[config.mk]
export PLATFORM = sky130hd
export DESIGN_NAME = fetch_unit
export DESIGN_NICKNAME = d
export VERILOG_FILES = /design/src/rtl/fetch_unit.sv
export SDC_FILE = /design/constraint.sdc
export NUM_CORES = 1
export LEC_CHECK = 0
export CAP_MARGIN = 0
export CELL_PAD_IN_SITES_DETAIL_PLACEMENT = 0
export CELL_PAD_IN_SITES_GLOBAL_PLACEMENT = 1
export CORE_MARGIN = 3
export CORE_UTILIZATION = 25
export DETAILED_ROUTE_END_ITERATION = 6
export GPL_TIMING_DRIVEN = 1
export PLACE_DENSITY = 0.78
export SLEW_MARGIN = 10
export SYNTH_ARGS = -nofsm -noshare
export SYNTH_HDL_FRONTEND = slang
export SYNTH_SLANG_ARGS = --single-unit
[constraint.sdc]
create_clock -name Clk -period 4 [get_ports Clk]
set_input_delay 0.8 -clock Clk [delete_from_list [all_inputs] [get_ports Clk]]
set_output_delay 0.8 -clock Clk [all_outputs]
set_load 0.05 [all_outputs]
[src/rtl/fetch_unit.sv]
// Program counter, lookahead instruction-memory address and Instruction Register for the LabB processor.
// Optional sticky breakpoint flag is built only when FETCH_BRK_EN is defined.
module fetch_unit #(
  parameter int PC_W  = 7,
  parameter int IR_W  = 16,
  parameter int CNT_W = 16
) (
  input  logic             Clk,
  input  logic             Reset,
  input  logic             PC_clr,
  input  logic             PC_inc,
  input  logic             IR_ld,
  input  logic [IR_W-1:0]  I_data,
  input  logic [PC_W-1:0]  Brk_addr,
  output logic [PC_W-1:0]  I_addr,
  output logic [PC_W-1:0]  PC,
  output logic [IR_W-1:0]  IR,
  output logic             IR_valid,
  output logic [CNT_W-1:0] FetchCnt,
  output logic             Brk_hit
);

  logic [PC_W-1:0] pc_next;

  // The ROM registers I_addr on the same edge PC takes pc_next, so I_data always tracks ROM[PC].
  always_comb begin
    pc_next = PC;
    if (Reset || PC_clr) begin
      pc_next = '0;
    end else if (PC_inc) begin
      pc_next = PC + PC_W'(1);
    end
  end

  assign I_addr = pc_next;

  always_ff @(posedge Clk) begin
    if (Reset) begin
      PC <= '0;
    end else begin
      PC <= pc_next;
    end
  end

  always_ff @(posedge Clk) begin
    if (Reset) begin
      IR <= '0;
    end else if (IR_ld) begin
      IR <= I_data;
    end
  end

  // A load in the same cycle as PC_clr counts as the first fetch after the clear.
  always_ff @(posedge Clk) begin
    if (Reset) begin
      IR_valid <= 1'b0;
      FetchCnt <= '0;
    end else if (PC_clr) begin
      IR_valid <= IR_ld;
      FetchCnt <= IR_ld ? CNT_W'(1) : '0;
    end else if (IR_ld) begin
      IR_valid <= 1'b1;
      if (FetchCnt != '1) begin
        FetchCnt <= FetchCnt + CNT_W'(1);
      end
    end
  end

`ifdef FETCH_BRK_EN
  always_ff @(posedge Clk) begin
    if (Reset || PC_clr) begin
      Brk_hit <= 1'b0;
    end else if (IR_ld && (PC == Brk_addr)) begin
      Brk_hit <= 1'b1;
    end
  end
`else
  logic unused_brk_addr;
  assign unused_brk_addr = ^Brk_addr;
  assign Brk_hit         = 1'b0;
`endif

endmodule

==> results.py, run 1 <==
metrics = {
    "clock_network": {
        "postCtsSetupRepairBufs": 0,
        "ctsHoldBuffers": 0,
        "clock_sinks": 40,
        "cts.path.max_buffers": 2,
        "h-tree-depth": 2,
        "clkTransAtPathRegs_ps": 80,
        "cts_buffers": 5,
        "cts-root-buf": "clkbuf_8",
        "cts_tree": "done",
        "clk_latency_ps": 290,
        "post_cts_resized": 0,
    },
    "route": {
        "drc": 0,
        "routedWlPerCell_um": 13.0,
        "routed_via_density": 4.62,
        "wirelength_mm": 4.70,
        "dr.pass1.iters": 3,
        "ant_nets": 0,
        "vias": 1667,
        "drt-initial-drc-count": 90,
    },
    "timing": {
        "rsz0062_at_grt": "no",
        "drv_slew": 0,
        "tightest_slew_ps": 964,
        "fin_worst_skew_ps": 3.51,
        "fin_tns_setup_ps": 0,
        "timing.fmax_ghz": 0.310,
        "hold_viol_final": 0,
        "setup_viol": 0,
        "finalCritPeriodShare_pct": 80.7,
        "slew_headroom_pct": 35.2,
        "min_period_ps": 3230,
        "fin_ws_ps": 772,
    },
    "final_layout": {
        "nets": 294,
        "drive_gt1_share_pct": 9.43,
        "num_antenna_cells": 0,
        "postLayoutCoreUtil_pct": 40.2,
        "area_growth_pct": 54.2,
    },
    "logic_synthesis": {
        "ys_ff_latch": 40,
        "synthAdderAreaFrac_pct": 1.41,
        "async_flop_share_pct": 0,
        "ys.flop_type": "dfxtp_1",
        "yosysMostFrequentCell": "dfxtp_1",
        "yosys_warnings": 0,
        "synth_area_um2": 1780,
        "synth_xor_area_share_pct": 1.97,
        "synth_edf_count": 0,
        "synth_seq_area_share_pct": 45.0,
        "netlist_top_cells_area": "dfxtp_1 (45%), mux2i_1 (11%), nor2_1 (6.3%), a21oi_1 (3.9%), nand2_1 (2.5%)",
        "yosysUniqueCellTypes": 41,
        "yosys.area_share.simple_pct": 25.4,
        "ys_top_cells_by_count": "dfxtp_1 (40), nor2_1 (30), mux2i_1 (19), a21oi_1 (14), nand2_1 (12)",
        "synthesis.instances": 198,
        "yosys.area.top_type": "dfxtp_1",
        "syn_avg_cell_area_um2": 8.99,
        "synth_top_family_by_area": "simple AND/OR/NAND/NOR gates",
        "muxShareOfSynthArea_pct": 10.7,
        "syn-num-nets": 228,
        "yosysTopAreaCellShare_pct": 45.0,
        "synth_compound_area_share_pct": 12.0,
    },
    "critical_path": {
        "path_class": "input port to output pin",
        "cpLargestDelayFamily": "buffers and inverters",
        "cp_slowest_stage_delay_ps": 580,
        "timing.critical_path.buf_inv": 2,
        "worstPathArrival_ps": 2430,
        "crit_fanout": 5,
        "worstPathRequired_ps": 3200,
        "start_kind": "input port",
        "path_cells": "clkdlybuf4s50_1, nand4_1, or3_1, a21oi_1, buf_12",
        "worst_path_max_delay_cell": "clkdlybuf4s50_1",
        "end_kind": "output pin",
        "r2r_setup_slack_ps": 1810,
    },
    "floorplanning": {
        "dieWidth_um": 90.4,
        "rows": 30,
        "pin_count": 76,
        "fp.dieH_um": 90.4,
        "die_area_um2": 8170,
        "start_util_pct": 26.1,
        "coreArea_um2": 6830,
    },
    "placed_design": {
        "globalplace.congestion": 0.794,
        "dp_slack_ps": 785,
        "dp_hpwl_mm": 3.34,
        "io_buffers": 67,
    },
    "min_path": {
        "hold_class": "flop to flop",
    },
    "global_route": {
        "grt_max_degree": 27,
        "grt_pass1_vias": 1557,
        "antenna_found_initial": 0,
        "grtUsageTotal_pct": 11.6,
        "grt-ovfl-total": 0,
        "grt_pass1_wl_mm": 7.72,
    },
    "power": {
        "p_per_area_nw_per_um2": 336,
        "p_leak_nw": 0.970,
        "max-vdd-ir-drop_mv": 0.229,
    },
    "status": {
        "outcome": "completed",
    },
    "flow_run": {
        "drv_cap": 0,
    },
}
path summary, 6_finish.rpt:
kind	startpoint	end	depth (start not counted)
max reg2reg	FetchCnt[0]	FetchCnt[0]	5
max	PC_inc	I_addr[6]	5
min	IR_valid	IR_valid	2
min reg2reg	IR_valid	IR_valid	2
worst min-delay path, delay by kind of cell (launching register included):
kind / cells / cell delay (ps)
DFF: 1 / 310
and+or+nand+nor: 1 / 60
AOI/OAI and AO/OA: 1 / 60
placed cells by master, fill, tap and decap left out, types with 3 or more instances in the layout:
cell type / count
mux2i_1: 19
nor2_1: 30
nand3_1: 5
clkbuf_8: 7
or3_1: 6
dfxtp_1: 40
nand2_1: 12
o31ai_1: 4
clkdlybuf4s50_1: 60
xor2_1: 3
nor4_1: 3
nand4_1: 7
buf_12: 7
o21ai_0: 7
or4_1: 3
inv_1: 4
a21oi_1: 14
report_power, final:
| group | total, mW | internal, mW | switching, mW |
|---|---|---|---|
| sequential | 0.417 | 0.410 | 0.00730 |
| clock | 0.371 | 0.220 | 0.151 |
| combinational | 0.134 | 0.0544 | 0.0794 |
through the flow:
| stage | hold WS (ps) | instance area [um2] | power [mW] | cells |
|---|---|---|---|---|
| floorplan | 694 | 1780 | 0.506 | 198 |
| global placement | 463 | 2620 | 0.560 | 353 |
| detailed placement | 466 | 2620 | 0.561 | 353 |
| CTS | 479 | 2750 | 0.936 | 361 |
| global route | 487 | 2750 | 0.966 | 361 |
| finish | 476 | 2750 | 0.922 | 361 |
state kept, by name, summed over array words and instances (netlist names):
name and flops:
PC 7, FetchCnt 16, IR 16, IR_valid 1
layout make-up:
| cell class | instances | area [um2] |
|---|---|---|
| fillers | 701 | 4090 |
| multi-input cells | 144 | 927 |
| flip-flops and latches | 40 | 801 |
| repair buffers | 69 | 756 |
| well taps | 96 | 120 |
| clock buffers | 7 | 96.3 |
| clock inverters | 1 | 30.0 |
| inverters | 4 | 15.0 |
metal layers:
layer / routed length (um) / global-route usage (%)
met1: 2260 / 15.1
met2: 2010 / 17.1
met3: 382 / 5.00
met5: 0 / 0
met4: 45 / 3.83
cell families (layout without fill, tap and decap cells):
group           count (synthesis)  after routing
simple gates                   83             83
flops                          40             40
compound gates                 35             35
mux                            19             19
buf+inv                        14             81
xor+xnor                        4              4
fa+ha+maj                       2              2
other cells                     1              1
Power figures use the tool's default switching activity.
==> run 2, diff against run 1 <==
PLACE_DENSITY = 0.8   (was 0.78)
clock period = 2.7 ns   (was 4 ns; I/O delays follow)
==> results.py, run 2 (synthesis gave the netlist of run 1 again) <==
metrics = {
    "status": {
        "outcome": "completed",
    },
    "floorplanning": {
        "coreArea_um2": 6830,
        "start_util_pct": 26.1,
        "fp.dieH_um": 90.4,
        "die_area_um2": 8170,
        "dieWidth_um": 90.4,
        "pin_count": 76,
        "rows": 30,
    },
    "timing": {
        "fin_tns_setup_ps": 0,
        "tightest_slew_ps": 537,
        "hold_slack_ps": 477,
        "min_period_ps": 2600,
        "drv_slew": 0,
        "finalCritPeriodShare_pct": 96.5,
        "slew_headroom_pct": 64.1,
        "rsz0062_at_grt": "no",
        "timing.fmax_ghz": 0.384,
        "fin_worst_skew_ps": 3.95,
        "setup_viol": 0,
        "hold_viol_final": 0,
    },
    "global_route": {
        "use_met1_pct": 14.1,
        "busiest_layer": "met2",
        "antenna_found_initial": 0,
        "grt_pass1_vias": 1674,
        "met2_usage_pct": 18.2,
        "grt_max_degree": 22,
        "grt-ovfl-total": 0,
        "grtUsageTotal_pct": 11.6,
        "gr-usage-met3_pct": 5.25,
        "grt_pass1_wl_mm": 7.82,
    },
    "power": {
        "power_switching_uw": 331,
        "p_per_area_nw_per_um2": 444,
        "p_int_uw": 896,
        "power_frac_clock_pct": 33.0,
        "p_leak_nw": 0.992,
        "pwr-share-seq_pct": 50.4,
        "max-vdd-ir-drop_mv": 0.204,
        "comb_power_share_pct": 16.6,
        "p_sw_share_pct": 27.0,
    },
    "clock_network": {
        "cts-root-buf": "clkbuf_8",
        "clkTransAtPathRegs_ps": 80,
        "postCtsSetupRepairBufs": 0,
        "clk_latency_ps": 290,
        "clock_sinks": 40,
        "cts_tree": "done",
        "cts.path.max_buffers": 2,
        "cts_buffers": 5,
        "post_cts_resized": 0,
        "h-tree-depth": 2,
        "ctsHoldBuffers": 0,
    },
    "critical_path": {
        "timing.critical_path.buf_inv": 2,
        "worst_path_max_delay_cell": "clkdlybuf4s50_1",
        "path_class": "input port to output pin",
        "cp.depth": 5,
        "cpLargestDelayFamily": "buffers and inverters",
        "reg2reg_depth": 5,
        "path_cells": "clkdlybuf4s50_1, nand4_1, or3_1, a21oi_1, buf_12",
        "start_kind": "input port",
        "r2r_setup_slack_ps": 940,
        "end_kind": "output pin",
        "worstPathRequired_ps": 2160,
        "cp_slowest_stage_delay_ps": 510,
        "crit_fanout": 3,
        "worstPathArrival_ps": 2060,
    },
    "placed_design": {
        "dp_hpwl_mm": 3.51,
        "placed_area_um2": 2670,
        "io_buffers": 67,
        "globalplace.congestion": 0.785,
    },
    "final_layout": {
        "postLayoutCellArea_um2": 2760,
        "nFillCells": 738,
        "final_cell_mix": "clkdlybuf4s50_1 (60), dfxtp_1 (40), nor2_1 (30)",
        "area_growth_pct": 55.1,
        "num_antenna_cells": 0,
        "multiInputGateArea_um2": 925,
        "drive_gt1_share_pct": 11.8,
        "final_common_cell": "clkdlybuf4s50_1",
        "reg_top3": "FetchCnt: 16 flops, IR: 16 flops, PC: 7 flops",
        "nets": 301,
        "postLayoutCoreUtil_pct": 40.4,
        "area.sequential_um2": 801,
    },
    "route": {
        "routed_via_density": 4.70,
        "routedWlPerCell_um": 12.4,
        "wirelength_mm": 4.56,
        "vias": 1728,
        "drc": 0,
        "ant_nets": 0,
        "dr.pass1.iters": 5,
        "drt-initial-drc-count": 51,
    },
    "flow_run": {
        "drv_cap": 0,
    },
    "min_path": {
        "hold_class": "flop to flop",
        "whs_path_depth": 2,
    },
}
## run 2: cell types whose count changed in the layout (fill, tap and decap cells not counted), sizes merged
cell	before	now
clkbuf	7	6
clkinv	0	2
bufinv	1	0
buf	9	16
## run 2: worst paths after layout
check / from / to
max: PC_inc / I_addr[5]
min: IR_valid / IR_valid
max reg2reg: FetchCnt[0] / FetchCnt[9]
min reg2reg: IR_valid / IR_valid
## run 2: cell type report
class / instances / area share (%)
clock buffers: 6 / 2.99
clock inverters: 2 / 0.362
inverters: 4 / 0.544
multi-input cells: 144 / 33.5
flip-flops and latches: 40 / 29.0
well taps: 96 / 4.35
repair buffers: 76 / 29.3
## run 2: per-layer routing
metal | vias up | wire, um
li1 | 861 | -
met5 | - | 0
met2 | 46 | 2100
met1 | 814 | 2040
met4 | 0 | 68
met3 | 7 | 357
## run 2: worst register-to-register path: stages, from the launching register on
cell     delay, ps
dfxtp_1        410
ha_1           230
nand4_1        200
or4_1          600
nand4_1        130
a21oi_1         70
## run 2: power by group through the flow
stage          Sequential, mW  Combinational (mW)  Clock [mW]
4_1_cts                 0.618               0.206       0.434
2_1_floorplan           0.693              0.0572           0
6_report                0.618               0.203       0.405
5_1_grt                 0.621               0.217       0.461
3_5_place_dp            0.632               0.205           0
3_3_place_gp            0.631               0.203           0
## run 2: metrics by stage
stage,power [mW],worst slack [ps],instances
final,1.23,95.4,368
after global routing,1.30,45.5,368
after CTS,1.26,99.5,368
after detailed placement,0.837,107,360
after global placement,0.834,130,360
after floorplan,0.750,72.2,198
